### src/rtl/dvi_line_fetch_scheduler.sv
// Ping-pong line-buffer fetch scheduler for DVI scanout: splits each line into
// fixed-length read bursts and steers the returned words into the fill buffer.
module dvi_line_fetch_scheduler #(
    parameter int H_ACTIVE    = 800,
    parameter int V_ACTIVE    = 600,
    parameter int BURST_LEN   = 32,
    parameter int LINE_STRIDE = 800,
    parameter int FB_BASE     = 0,
    parameter int ADDR_W      = 24
) (
    input  logic              pixel_clk,
    input  logic              reset,
    input  logic              enable,
    input  logic              frame_start,
    input  logic              line_done,
    output logic              cmd_valid,
    input  logic              cmd_ready,
    output logic [ADDR_W-1:0] cmd_addr,
    output logic [7:0]        cmd_len,
    input  logic              rd_valid,
    output logic              wr_en,
    output logic              wr_buf,
    output logic [9:0]        wr_addr,
    output logic              disp_buf,
    output logic              line_ready,
    output logic              underflow,
    output logic              busy
);
    localparam int NUM_BURSTS = H_ACTIVE / BURST_LEN;
    localparam int BC_W = (NUM_BURSTS > 1) ? $clog2(NUM_BURSTS) : 1;
    localparam int WC_W = (BURST_LEN > 1) ? $clog2(BURST_LEN) : 1;
    localparam int FL_W = $clog2(V_ACTIVE + 1);

    localparam logic [BC_W-1:0]   LAST_BURST = BC_W'(NUM_BURSTS - 1);
    localparam logic [BC_W-1:0]   BC_ONE     = BC_W'(1);
    localparam logic [WC_W-1:0]   LAST_WORD  = WC_W'(BURST_LEN - 1);
    localparam logic [WC_W-1:0]   WC_ONE     = WC_W'(1);
    localparam logic [FL_W-1:0]   NUM_LINES  = FL_W'(V_ACTIVE);
    localparam logic [FL_W-1:0]   FL_ONE     = FL_W'(1);
    localparam logic [ADDR_W-1:0] BASE_ADDR  = ADDR_W'(FB_BASE);
    localparam logic [ADDR_W-1:0] STRIDE     = ADDR_W'(LINE_STRIDE);
    localparam logic [ADDR_W-1:0] BURST_STEP = ADDR_W'(BURST_LEN);

    typedef enum logic [1:0] {
        IDLE  = 2'd0,
        ISSUE = 2'd1,
        WAIT  = 2'd2,
        DRAIN = 2'd3
    } state_t;

    state_t            state_r, state_n;
    logic [1:0]        full_r, full_n;
    logic              fill_buf_r, fill_buf_n;
    logic              disp_buf_n;
    logic [FL_W-1:0]   fetch_line_r, fetch_line_n;
    logic [BC_W-1:0]   burst_cnt_r, burst_cnt_n;
    logic [WC_W-1:0]   word_cnt_r, word_cnt_n;
    logic [ADDR_W-1:0] line_addr_r, line_addr_n;
    logic [ADDR_W-1:0] cmd_addr_n;
    logic              underflow_n;
    logic              word_last_s;

    assign cmd_len = 8'(BURST_LEN);
    assign wr_en   = (state_r == WAIT) && rd_valid;
    assign wr_buf  = fill_buf_r;
    assign wr_addr = 10'(burst_cnt_r) * 10'(BURST_LEN) + 10'(word_cnt_r);

    // Next-state, counters and buffer bookkeeping
    always_comb begin
        state_n      = state_r;
        full_n       = full_r;
        fill_buf_n   = fill_buf_r;
        disp_buf_n   = disp_buf;
        fetch_line_n = fetch_line_r;
        burst_cnt_n  = burst_cnt_r;
        word_cnt_n   = word_cnt_r;
        line_addr_n  = line_addr_r;
        underflow_n  = underflow;
        word_last_s  = (word_cnt_r == LAST_WORD);

        case (state_r)
            IDLE: begin
                if (enable && (fetch_line_r < NUM_LINES) && !full_r[fill_buf_r] && !frame_start) begin
                    state_n = ISSUE;
                end else begin
                    state_n = IDLE;
                end
            end
            ISSUE: begin
                // An accepted burst must still be absorbed even if the frame restarts
                if (cmd_ready) begin
                    state_n = frame_start ? DRAIN : WAIT;
                end else if (frame_start) begin
                    state_n = IDLE;
                end else begin
                    state_n = ISSUE;
                end
            end
            WAIT: begin
                if (rd_valid && word_last_s) begin
                    word_cnt_n = {WC_W{1'b0}};
                    if (burst_cnt_r == LAST_BURST) begin
                        full_n[fill_buf_r] = 1'b1;
                        fill_buf_n         = ~fill_buf_r;
                        fetch_line_n       = fetch_line_r + FL_ONE;
                        line_addr_n        = line_addr_r + STRIDE;
                        burst_cnt_n        = {BC_W{1'b0}};
                        state_n            = IDLE;
                    end else begin
                        burst_cnt_n = burst_cnt_r + BC_ONE;
                        state_n     = frame_start ? IDLE : ISSUE;
                    end
                end else if (rd_valid) begin
                    word_cnt_n = word_cnt_r + WC_ONE;
                    state_n    = frame_start ? DRAIN : WAIT;
                end else begin
                    state_n = frame_start ? DRAIN : WAIT;
                end
            end
            DRAIN: begin
                if (rd_valid && word_last_s) begin
                    word_cnt_n = {WC_W{1'b0}};
                    state_n    = IDLE;
                end else if (rd_valid) begin
                    word_cnt_n = word_cnt_r + WC_ONE;
                    state_n    = DRAIN;
                end else begin
                    state_n = DRAIN;
                end
            end
            default: begin
                state_n = IDLE;
            end
        endcase

        // line_done tests the registered flag, so a same-cycle fill still underflows
        if (frame_start) begin
            full_n       = 2'b00;
            fill_buf_n   = 1'b0;
            disp_buf_n   = 1'b0;
            fetch_line_n = {FL_W{1'b0}};
            burst_cnt_n  = {BC_W{1'b0}};
            line_addr_n  = BASE_ADDR;
            underflow_n  = 1'b0;
        end else if (line_done && full_r[disp_buf]) begin
            full_n[disp_buf] = 1'b0;
            disp_buf_n       = ~disp_buf;
        end else if (line_done) begin
            underflow_n = 1'b1;
        end else begin
            disp_buf_n = disp_buf;
        end

        cmd_addr_n = line_addr_n + ADDR_W'(burst_cnt_n) * BURST_STEP;
    end

    // State register and registered outputs
    always_ff @(posedge pixel_clk or negedge reset) begin
        if (!reset) begin
            state_r      <= IDLE;
            full_r       <= 2'b00;
            fill_buf_r   <= 1'b0;
            fetch_line_r <= {FL_W{1'b0}};
            burst_cnt_r  <= {BC_W{1'b0}};
            word_cnt_r   <= {WC_W{1'b0}};
            line_addr_r  <= BASE_ADDR;
            cmd_valid    <= 1'b0;
            cmd_addr     <= BASE_ADDR;
            disp_buf     <= 1'b0;
            line_ready   <= 1'b0;
            underflow    <= 1'b0;
            busy         <= 1'b0;
        end else begin
            state_r      <= state_n;
            full_r       <= full_n;
            fill_buf_r   <= fill_buf_n;
            fetch_line_r <= fetch_line_n;
            burst_cnt_r  <= burst_cnt_n;
            word_cnt_r   <= word_cnt_n;
            line_addr_r  <= line_addr_n;
            cmd_valid    <= (state_n == ISSUE);
            cmd_addr     <= cmd_addr_n;
            disp_buf     <= disp_buf_n;
            line_ready   <= full_n[disp_buf_n];
            underflow    <= underflow_n;
            busy         <= (state_n != IDLE);
        end
    end

endmodule
### config.mk
export PLATFORM = sky130hd
export DESIGN_NAME = dvi_line_fetch_scheduler
export DESIGN_NICKNAME = d
export VERILOG_FILES = /design/src/rtl/dvi_line_fetch_scheduler.sv
export SDC_FILE = /design/constraint.sdc
export NUM_CORES = 1
export LEC_CHECK = 0
export CAP_MARGIN = 10
export CORE_ASPECT_RATIO = 0.75
export CORE_MARGIN = 4
export CORE_UTILIZATION = 45
export DETAILED_ROUTE_END_ITERATION = 10
export PLACE_DENSITY = 0.69
export SYNTH_ARGS = -nofsm -noshare
export SYNTH_HDL_FRONTEND = slang
export SYNTH_SLANG_ARGS = --single-unit
export TNS_END_PERCENT = 30
### constraint.sdc
create_clock -name pixel_clk -period 8.9 [get_ports pixel_clk]
set_input_delay 0.89 -clock pixel_clk [delete_from_list [all_inputs] [get_ports pixel_clk]]
set_output_delay 0.89 -clock pixel_clk [all_outputs]
set_load 0.01 [all_outputs]
==> results of run 1 <==
per-layer routing:
layer	part of all wire, %	track usage (%)
met1	52	23.1
met2	41	22.4
met3	4.8	4.87
met4	1.9	6.41
met5	0	0
layout make-up:
cell class	count	area (um^2)	share of cell area, %
clock buffers	9	124	2.84
clock inverters	7	163	3.73
inverters	6	22.5	0.517
multi-input cells	263	1790	41.1
flip-flops and latches	68	1700	39.1
well taps	101	126	2.90
repair buffers	44	430	9.88
worst max-delay path: stages, from the launching register on:
cell and delay (ns):
dfrtp_1 0.42, ha_1 0.21, and3_1 0.16, ha_1 0.27
nand4b_2 0.26, nor2_1 0.88, xnor2_1 0.20, nor2_1 0.08
ha_1 0.24, fa_1 0.41, a21o_1 0.19, a21o_1 0.19
a21oi_1 0.28, nor3b_4 0.09, nand2_1 0.09, mux2_2 0.33
registers in the layout, indices dropped and copies added, names as in the netlist:
register / count
burst_cnt_r: 5
busy: 1
cmd_addr: 19
cmd_valid: 1
disp_buf: 1
fetch_line_r: 10
full_r: 2
line_addr_r: 19
line_ready: 1
state_r: 2
underflow: 1
word_cnt_r: 5
wr_buf: 1
path summary, 6_finish.rpt:
path / from / to / slack [ns] / cells past startpoint
min reg2reg: underflow / underflow / 0.49 / 2
max reg2reg: word_cnt_r[0] / cmd_addr[13] / 4.47 / 15
max in group asynchronous: reset / cmd_addr[12] / 7.62 / 2
min in group asynchronous: reset / fetch_line_r[5] / 0.73 / 2
min: underflow / underflow / 0.49 / 2
max: word_cnt_r[0] / cmd_addr[13] / 4.47 / 15
cells in the mapped netlist, types with 4 or more instances:
cell / number
mux2_2: 4
ha_1: 11
a21oi_1: 16
o21ai_0: 14
nor4_1: 4
buf_4: 14
nand2_1: 26
nor2_1: 36
xor2_1: 25
nor3_1: 10
nand2b_1: 4
and3_1: 6
nand3_1: 11
nand4_1: 10
xnor2_1: 17
clkbuf_1: 6
dfrtp_1: 68
inv_1: 6
cell usage in the layout, fill, tap and decap left out, types with 4 or more instances in the layout:
master           count
nand3_1             11
nor4_1               4
mux2_2               4
nor3_1              10
and3_1               6
clkdlybuf4s50_1     41
dfrtp_1             68
nand2b_1             4
nand4_1             10
clkbuf_8             9
inv_1                6
conb_1              13
a21oi_1             16
xor2_1              25
xnor2_1             17
ha_1                11
o21ai_0             14
nor2_1              36
nand2_1             26
bufinv_16            5
kinds of logic after synthesis:
kind of cell,synth area share (%)
XOR/XNOR,10.2
AND/OR/NAND/NOR,22.0
adder cells (fa/ha/maj),4.36
buffers and inverters,4.54
other,0.208
multiplexers,1.80
flip-flops,47.1
AO/OA/AOI/OAI,9.77
power by group:
| part | internal [mW] | switching [mW] | total (mW) | leakage (nW) |
|---|---|---|---|---|
| sequential | 0.323 | 0.0157 | 0.339 | 0.925 |
| clock | 0.242 | 0.118 | 0.360 | 0.139 |
| combinational | 0.0375 | 0.0375 | 0.0750 | 0.892 |
| total | 0.603 | 0.171 | 0.773 | 1.96 |
==> results.json, run 1 <==
{
  "crit_arrival_ns": 4.66,
  "cts_buffers": 9,
  "cellPowerDensity_mw_per_mm2": 178,
  "fin_hold_ws_ns": 0.494,
  "clk_latency_ns": 0.35,
  "h-tree-depth": 3,
  "dpl.cell_count": 482,
  "antenna_cells": 0,
  "synth_cell_types": 59,
  "clockRootBuffer": "clkbuf_8",
  "cts_num_sinks": 68,
  "power.total_uw": 773,
  "drt_pass1_iterations": 4,
  "wl_per_cell_um": 14.2,
  "status": "complete, no violations",
  "drive_gt1_share_pct": 11.1,
  "synth_async_sr_flop_share_pct": 100,
  "fin_crit_sh_pct": 49.7,
  "cap_violations": 0,
  "core_mm2": 0.00757,
  "synth_edf_count": 0,
  "grt-ovfl-total": 0,
  "ant_nets": 0,
  "fin_nets": 411,
  "finalCriticalPeriod_ns": 4.43,
  "cts_tree": "done",
  "yosysWarnings": 0,
  "io_buffers": 42,
  "grt_max_degree": 69,
  "p_leak_nw": 1.96,
  "clockBufferDepth": 2,
  "dieArea_mm2": 0.00954,
  "area_growth_pct": 20.6,
  "end_kind": "register",
  "hold_class": "register to register",
  "avgSynthCellArea_um2": 10.4,
  "synth_ff_type": "dfrtp_1",
  "hold_violations": 0,
  "detailed_place_hpwl_um": 5000,
  "path_max_fanout": 16,
  "core.rowCount": 27,
  "slew_viol_final": 0,
  "tns_ns": 0,
  "finalSetupViolations": 0,
  "vias": 2599,
  "rsz0062_at_grt": "false",
  "worst_pin_slew_ns": 1.07,
  "ys_ff_latch": 68,
  "die_h_um": 85.6,
  "netlist_area_mm2": 0.00361,
  "relSlewSlack_pct": 28.7,
  "fin_area_mm2": 0.00436,
  "fin_skew_ns": 0.00880,
  "postCtsResizedCells": 0,
  "placed_cell_area_mm2": 0.00407,
  "synthCells": 349,
  "vdd_drop_max_v": 0.000133,
  "synth_top_area_share_pct": 47.1,
  "synth_area_leader_cell": "dfrtp_1",
  "post-route-util_pct": 57.6,
  "required_ns": 9.13,
  "pre_cts_ws_ns": 4.11,
  "grt_pass1_vias": 2520,
  "io_pins": 56,
  "fin_ws_ns": 4.47,
  "startpoint_type": "register",
  "routed_wl_um": 7080,
  "path_class": "register to register",
  "drcViolationCount": 0,
  "avgViaCountPerCell": 5.22,
  "fin_cells": 498,
  "grt_pass1_wl_um": 12200,
  "place_congestion": 0.856,
  "first_iter_violations": 191,
  "cts_setup_buffers": 0,
  "cts.clk_slew.worst_paths_ns": 0.08,
  "fmax_mhz": 226,
  "synth_area_leaders": "dfrtp_1 47%, xor2_1 6.1%, xnor2_1 4.1%",
  "seq_area_frac_synth_pct": 47.1,
  "die_x_um": 111,
  "hold_buffers": 0,
  "grt_antenna_before_repair": 0,
  "start_util_pct": 47.7,
  "track_usage_pct": 16.0,
  "fillers": 662
}
(Power assumes the default switching activity.)
==> run 2: changes to the inputs <==
clock period = 4.35 ns   (was 8.9 ns; I/O delays follow)
==> run 2 against run 1 <==
Against the previous run:
- setup slack got worse by 4.1 ns
- final cell count rose by 0.40%
- wire length up 5.8%
- critical path depth up 1
- largest power group is now sequential cells
- via count up 2.5%
- worst hold slack got worse by 0.33 ns
- critical path type unchanged
- combinational power rose by 110%
- highest routed layer unchanged
- non-clock buffer count rose by 3
- core utilization shrank 0.53 points
==> results.json, run 2 (same netlist as run 1, synthesis figures left out) <==
{
  "multi_input_area_mm2": 0.00179,
  "r2r_start": "word_cnt_r[0]",
  "fin_nets": 414,
  "required_ns": 4.58,
  "start_util_pct": 47.7,
  "fin_skew_ns": 0.00779,
  "core.rowCount": 27,
  "fillers": 666,
  "clk_latency_ns": 0.34,
  "cp_slowest_cell": "dfrtp_1",
  "cts_tree": "done",
  "rsz0062_at_grt": "false",
  "path_class": "register to register",
  "critPathMaxStageDelay_ns": 0.42,
  "wl_per_cell_um": 15.0,
  "end_kind": "register",
  "io_buffers": 42,
  "cap_violations": 0,
  "critical_path.cell_chain": "ha_1 > and3_1 > ha_1 > nand4b_2 > nor2_1 > buf_4 > xnor2_1 > nor2_1 > ha_1 > fa_1 > a21o_1 > a21o_1 > a21oi_1 > nor3b_4 > nand2_1 > mux2_2",
  "fin_crit_sh_pct": 90.7,
  "hold_buffers": 0,
  "fin_ws_ns": 0.406,
  "clockRootBuffer": "clkbuf_8",
  "pre_cts_ws_ns": 0.397,
  "cellPowerDensity_mw_per_mm2": 333,
  "status": "complete, no violations",
  "final_common_cell": "dfrtp_1",
  "grt_max_degree": 36,
  "grt-ovfl-total": 0,
  "cts_buffers": 9,
  "vias": 2665,
  "cts_setup_buffers": 0,
  "tns_ns": 0,
  "postCtsResizedCells": 0,
  "r2r_cells": 16,
  "startpoint_type": "register",
  "grt_pass1_wl_um": 12900,
  "clockBufferDepth": 2,
  "drcViolationCount": 0,
  "cts_num_sinks": 68,
  "slew_viol_final": 0,
  "crit_arrival_ns": 4.17,
  "cpMostUsedCell": "ha_1",
  "dieArea_mm2": 0.00954,
  "final-seq-area_mm2": 0.00170,
  "detailed_place_hpwl_um": 5330,
  "path_buf_inv": 1,
  "r2r_end": "cmd_addr[13]",
  "reg_top3": "cmd_addr: 19 flops, line_addr_r: 19 flops, fetch_line_r: 10 flops",
  "io_pins": 56,
  "ant_nets": 0,
  "hold_class": "primary input to asynchronous set/reset pin",
  "hold_violations": 0,
  "die_x_um": 111,
  "first_iter_violations": 149,
  "final_cell_mix": "68 x dfrtp_1, 41 x clkdlybuf4s50_1, 36 x nor2_1, 26 x nand2_1, 25 x xor2_1",
  "die_h_um": 85.6,
  "relSlewSlack_pct": 48.2,
  "track_usage_pct": 16.7,
  "h-tree-depth": 3,
  "place_congestion": 0.810,
  "fmax_mhz": 254,
  "grt_antenna_before_repair": 0,
  "drt_pass1_iterations": 4,
  "vdd_drop_max_v": 0.000225,
  "finalCriticalPeriod_ns": 3.94,
  "path_max_fanout": 16,
  "core_mm2": 0.00757,
  "worst_pin_slew_ns": 0.777,
  "antenna_cells": 0,
  "cp_top_family": "adder cells",
  "drive_gt1_share_pct": 11.5,
  "avgViaCountPerCell": 5.33,
  "cts.clk_slew.worst_paths_ns": 0.07,
  "p_leak_nw": 1.94,
  "routed_wl_um": 7490,
  "reg2reg_setup_slack_ns": 0.41,
  "finalSetupViolations": 0,
  "grt_pass1_vias": 2591,
  "area_growth_pct": 19.5
}
[run 2: cell types whose count changed in the layout (fill, tap and decap cells not counted)]
cell,previous run,this run
buf_4,2,5
bufinv_16,5,2
clkbuf_8,9,11
[run 2: how the worst max path moves through the flow]
stage                       start           end  slack, ns  cells past startpoint
floorplan           word_cnt_r[0]  cmd_addr[13]       0.45                     16
global placement    word_cnt_r[0]  cmd_addr[13]       0.53                     16
detailed placement  word_cnt_r[0]  cmd_addr[13]       0.40                     16
finish              word_cnt_r[0]  cmd_addr[13]       0.41                     16
global route        word_cnt_r[0]  cmd_addr[22]       0.08                     16
CTS                 word_cnt_r[0]  cmd_addr[13]       0.38                     16
[run 2: routing by layer]
metal | track usage, % | wire, um | vias up
li1 | - | - | 1300
met4 | 5.30 | 54 | 0
met5 | 0 | 0 | -
met2 | 25.3 | 3370 | 75
met3 | 4.94 | 389 | 6
met1 | 23.3 | 3680 | 1284
[run 2: where the power goes]
| part | internal (mW) | switching (mW) |
|---|---|---|
| Clock | 0.350 | 0.233 |
| Sequential | 0.661 | 0.0335 |
| Combinational | 0.0778 | 0.0799 |
[run 2: through the flow]
step	utilization [%]	instances	total power [mW]	instance area, um^2	hold slack [ns]
detailed placement	54.1	485	0.866	4090	0.501
finish	57.0	500	1.43	4320	0.167
global placement	54.1	485	0.860	4090	0.482
global route	57.0	500	1.51	4320	0.210
CTS	57.0	500	1.45	4320	0.182
floorplan	-	360	0.785	3650	0.139
[run 2: final cells by class]
class / instances / area share [%]
Sequential cell: 68 / 39.4
Clock inverter: 4 / 1.68
Tap cell: 101 / 2.93
Timing Repair Buffer: 47 / 10.5
Clock buffer: 11 / 3.51
Multi-Input combinational cell: 263 / 41.4
Inverter: 6 / 0.522
[run 2: worst register-to-register path: cells and delay by family, from the launching register on]
kind | cells | cell delay (ns)
xor+xnor | 1 | 0.14
simple gates | 6 | 0.89
flops | 1 | 0.42
compound gates | 3 | 0.68
mux | 1 | 0.32
buf+inv | 1 | 0.24
fa+ha+maj | 4 | 1.16
==> run 3: changes to the inputs <==
--- a/constraint.sdc
+++ b/constraint.sdc
@@ -3,2 +3,2 @@
 set_output_delay 0.435 -clock pixel_clk [all_outputs]
-set_load 0.01 [all_outputs]
+set_load 0.1 [all_outputs]
==> run 3 against run 2 <==
Against the previous run:
- clock-buffer cell count rose by 1
- final area is 0.58% lower
- core utilization fell by 0.33 points
- non-clock buffer count is the same
- sequential power about the same
- clock power down 13%
- wire length decreased by 4.6%
- largest power group unchanged
- highest routed layer unchanged
==> results.json, run 3 (same netlist as run 1, synthesis figures left out) <==
{
  "rsz0062_at_grt": "false",
  "crit_arrival_ns": 4.16,
  "fin_cells": 501,
  "status": "complete, no violations",
  "r2r_start": "word_cnt_r[0]",
  "fin_nets": 414,
  "fin_hold_ws_ns": 0.152,
  "cts_buffers": 9,
  "post-route-util_pct": 56.7,
  "dieArea_mm2": 0.00954,
  "clk_latency_ns": 0.35,
  "clockRootBuffer": "clkbuf_8",
  "hold_buffers": 0,
  "placed_cell_area_mm2": 0.00409,
  "vdd_drop_max_v": 0.000402,
  "clockBufferDepth": 2,
  "p_leak_nw": 1.93,
  "fin_skew_ns": 0.00986,
  "internal_power_mw": 1.02,
  "fin_crit_sh_pct": 90.4,
  "end_kind": "register",
  "finalCriticalPeriod_ns": 3.93,
  "tns_ns": 0,
  "path_max_fanout": 9,
  "ant_nets": 0,
  "cts.clk_slew.worst_paths_ns": 0.07,
  "avgViaCountPerCell": 5.35,
  "combPwrFrac_pct": 23.6,
  "place_congestion": 0.868,
  "grt_max_degree": 36,
  "finalSetupViolations": 0,
  "h-tree-depth": 3,
  "pre_cts_ws_ns": 0.256,
  "core_mm2": 0.00757,
  "wl_per_cell_um": 14.3,
  "hold_class": "primary input to asynchronous set/reset pin",
  "routed_wl_um": 7140,
  "cap_violations": 0,
  "worst_pin_slew_ns": 0.984,
  "r2r_cells": 15,
  "reg_top3": "cmd_addr: 19 flops, line_addr_r: 19 flops, fetch_line_r: 10 flops",
  "cellPowerDensity_mw_per_mm2": 368,
  "r2r_end": "cmd_addr[13]",
  "detailed_place_hpwl_um": 5200,
  "drive_gt1_share_pct": 12.0,
  "final_common_cell": "dfrtp_1",
  "final_cell_mix": "66 x dfrtp_1, 41 x clkdlybuf4s50_1, 35 x nor2_1, 26 x nand2_1, 25 x xor2_1",
  "start_util_pct": 47.7,
  "hold_violations": 0,
  "first_iter_violations": 185,
  "fin_ws_ns": 0.420,
  "grt_pass1_wl_um": 12400,
  "relSlewSlack_pct": 34.2,
  "cts_tree": "done",
  "fin_area_mm2": 0.00429,
  "required_ns": 4.58,
  "path_class": "register to register",
  "power.total_mw": 1.58,
  "startpoint_type": "register",
  "die_x_um": 111,
  "grt_pass1_vias": 2528,
  "grt_antenna_before_repair": 0,
  "die_h_um": 85.6,
  "sw_frac_of_total_pct": 35.3,
  "core.rowCount": 27,
  "slew_viol_final": 0,
  "grt-ovfl-total": 0,
  "track_usage_pct": 16.0,
  "antenna_cells": 0,
  "switchingPower_uw": 557,
  "fmax_mhz": 254,
  "power_frac_seq_pct": 44.1,
  "io_pins": 56,
  "clkPwrFrac_pct": 32.3,
  "vias": 2679,
  "cts_num_sinks": 68,
  "area_growth_pct": 18.8,
  "drt_pass1_iterations": 4,
  "io_buffers": 42,
  "reg2reg_setup_slack_ns": 0.42,
  "dpl.cell_count": 485,
  "drcViolationCount": 0
}
run 3: cell count changes in the layout (fill, tap and decap cells not counted):
cell | previous run | this run
dfrtp_1 | 68 | 66
bufinv_16 | 2 | 1
clkinv_4 | 0 | 1
clkbuf_8 | 11 | 10
nor2_2 | 0 | 1
clkbuf_1 | 0 | 2
dfrtp_2 | 0 | 2
nor2_1 | 36 | 35
clkinv_2 | 1 | 2
clkinvlp_4 | 1 | 0
run 3: area by class of cell:
type	instances	area, um^2
fill	680	3280
sequential	68	1700
clock inverter	4	48.8
clock buffer	12	145
tap	101	126
timing repair buffer	47	453
inverter	6	22.5
multi-input combinational	263	1790
run 3: critical path, stage by stage (launching register included):
cell and delay [ns]:
dfrtp_2 0.40, ha_1 0.20, and3_1 0.17, ha_1 0.28, nand4b_2 0.29, nor2_2 0.40, xnor2_1 0.17, nor2_1 0.08
ha_1 0.25, fa_1 0.42, a21o_1 0.20, a21o_1 0.19, a21oi_1 0.27, nor3b_4 0.09, nand2_1 0.09, mux2_2 0.32
run 3: timing repair:
item,in CTS,in global routing
gates resized for setup,0,1
setup endpoints to repair,0,3
setup buffers,0,0
run 3: worst max path at each step:
| stage | from | endpoint | slack, ns | cells past startpoint |
|---|---|---|---|---|
| 5_1_grt | word_cnt_r[1] | cmd_addr[22] | 0.16 | 15 |
| 3_5_place_dp | word_cnt_r[0] | cmd_addr[13] | 0.26 | 15 |
| 6_report | word_cnt_r[0] | cmd_addr[13] | 0.42 | 15 |
| 2_1_floorplan | word_cnt_r[2] | cmd_addr[13] | 0.003 | 15 |
| 3_3_place_gp | word_cnt_r[0] | cmd_addr[13] | 0.44 | 15 |
| 4_1_cts | word_cnt_r[0] | cmd_addr[13] | 0.23 | 15 |
run 3: routing by layer:
layer	wire length, um	vias to the layer above	track usage, %
li1	-	1295	-
met1	3540	1303	22.9
met2	3110	76	22.9
met3	451	5	5.78
met4	42	0	4.53
met5	0	-	0
run 3: power by group through the flow:
stage | Combinational [mW] | Sequential (mW) | Clock, mW
detailed placement | 0.374 | 0.708 | 0
global placement | 0.369 | 0.705 | 0
floorplan | 0.132 | 0.867 | 0
CTS | 0.374 | 0.696 | 0.524
global route | 0.389 | 0.703 | 0.555
finish | 0.371 | 0.696 | 0.509
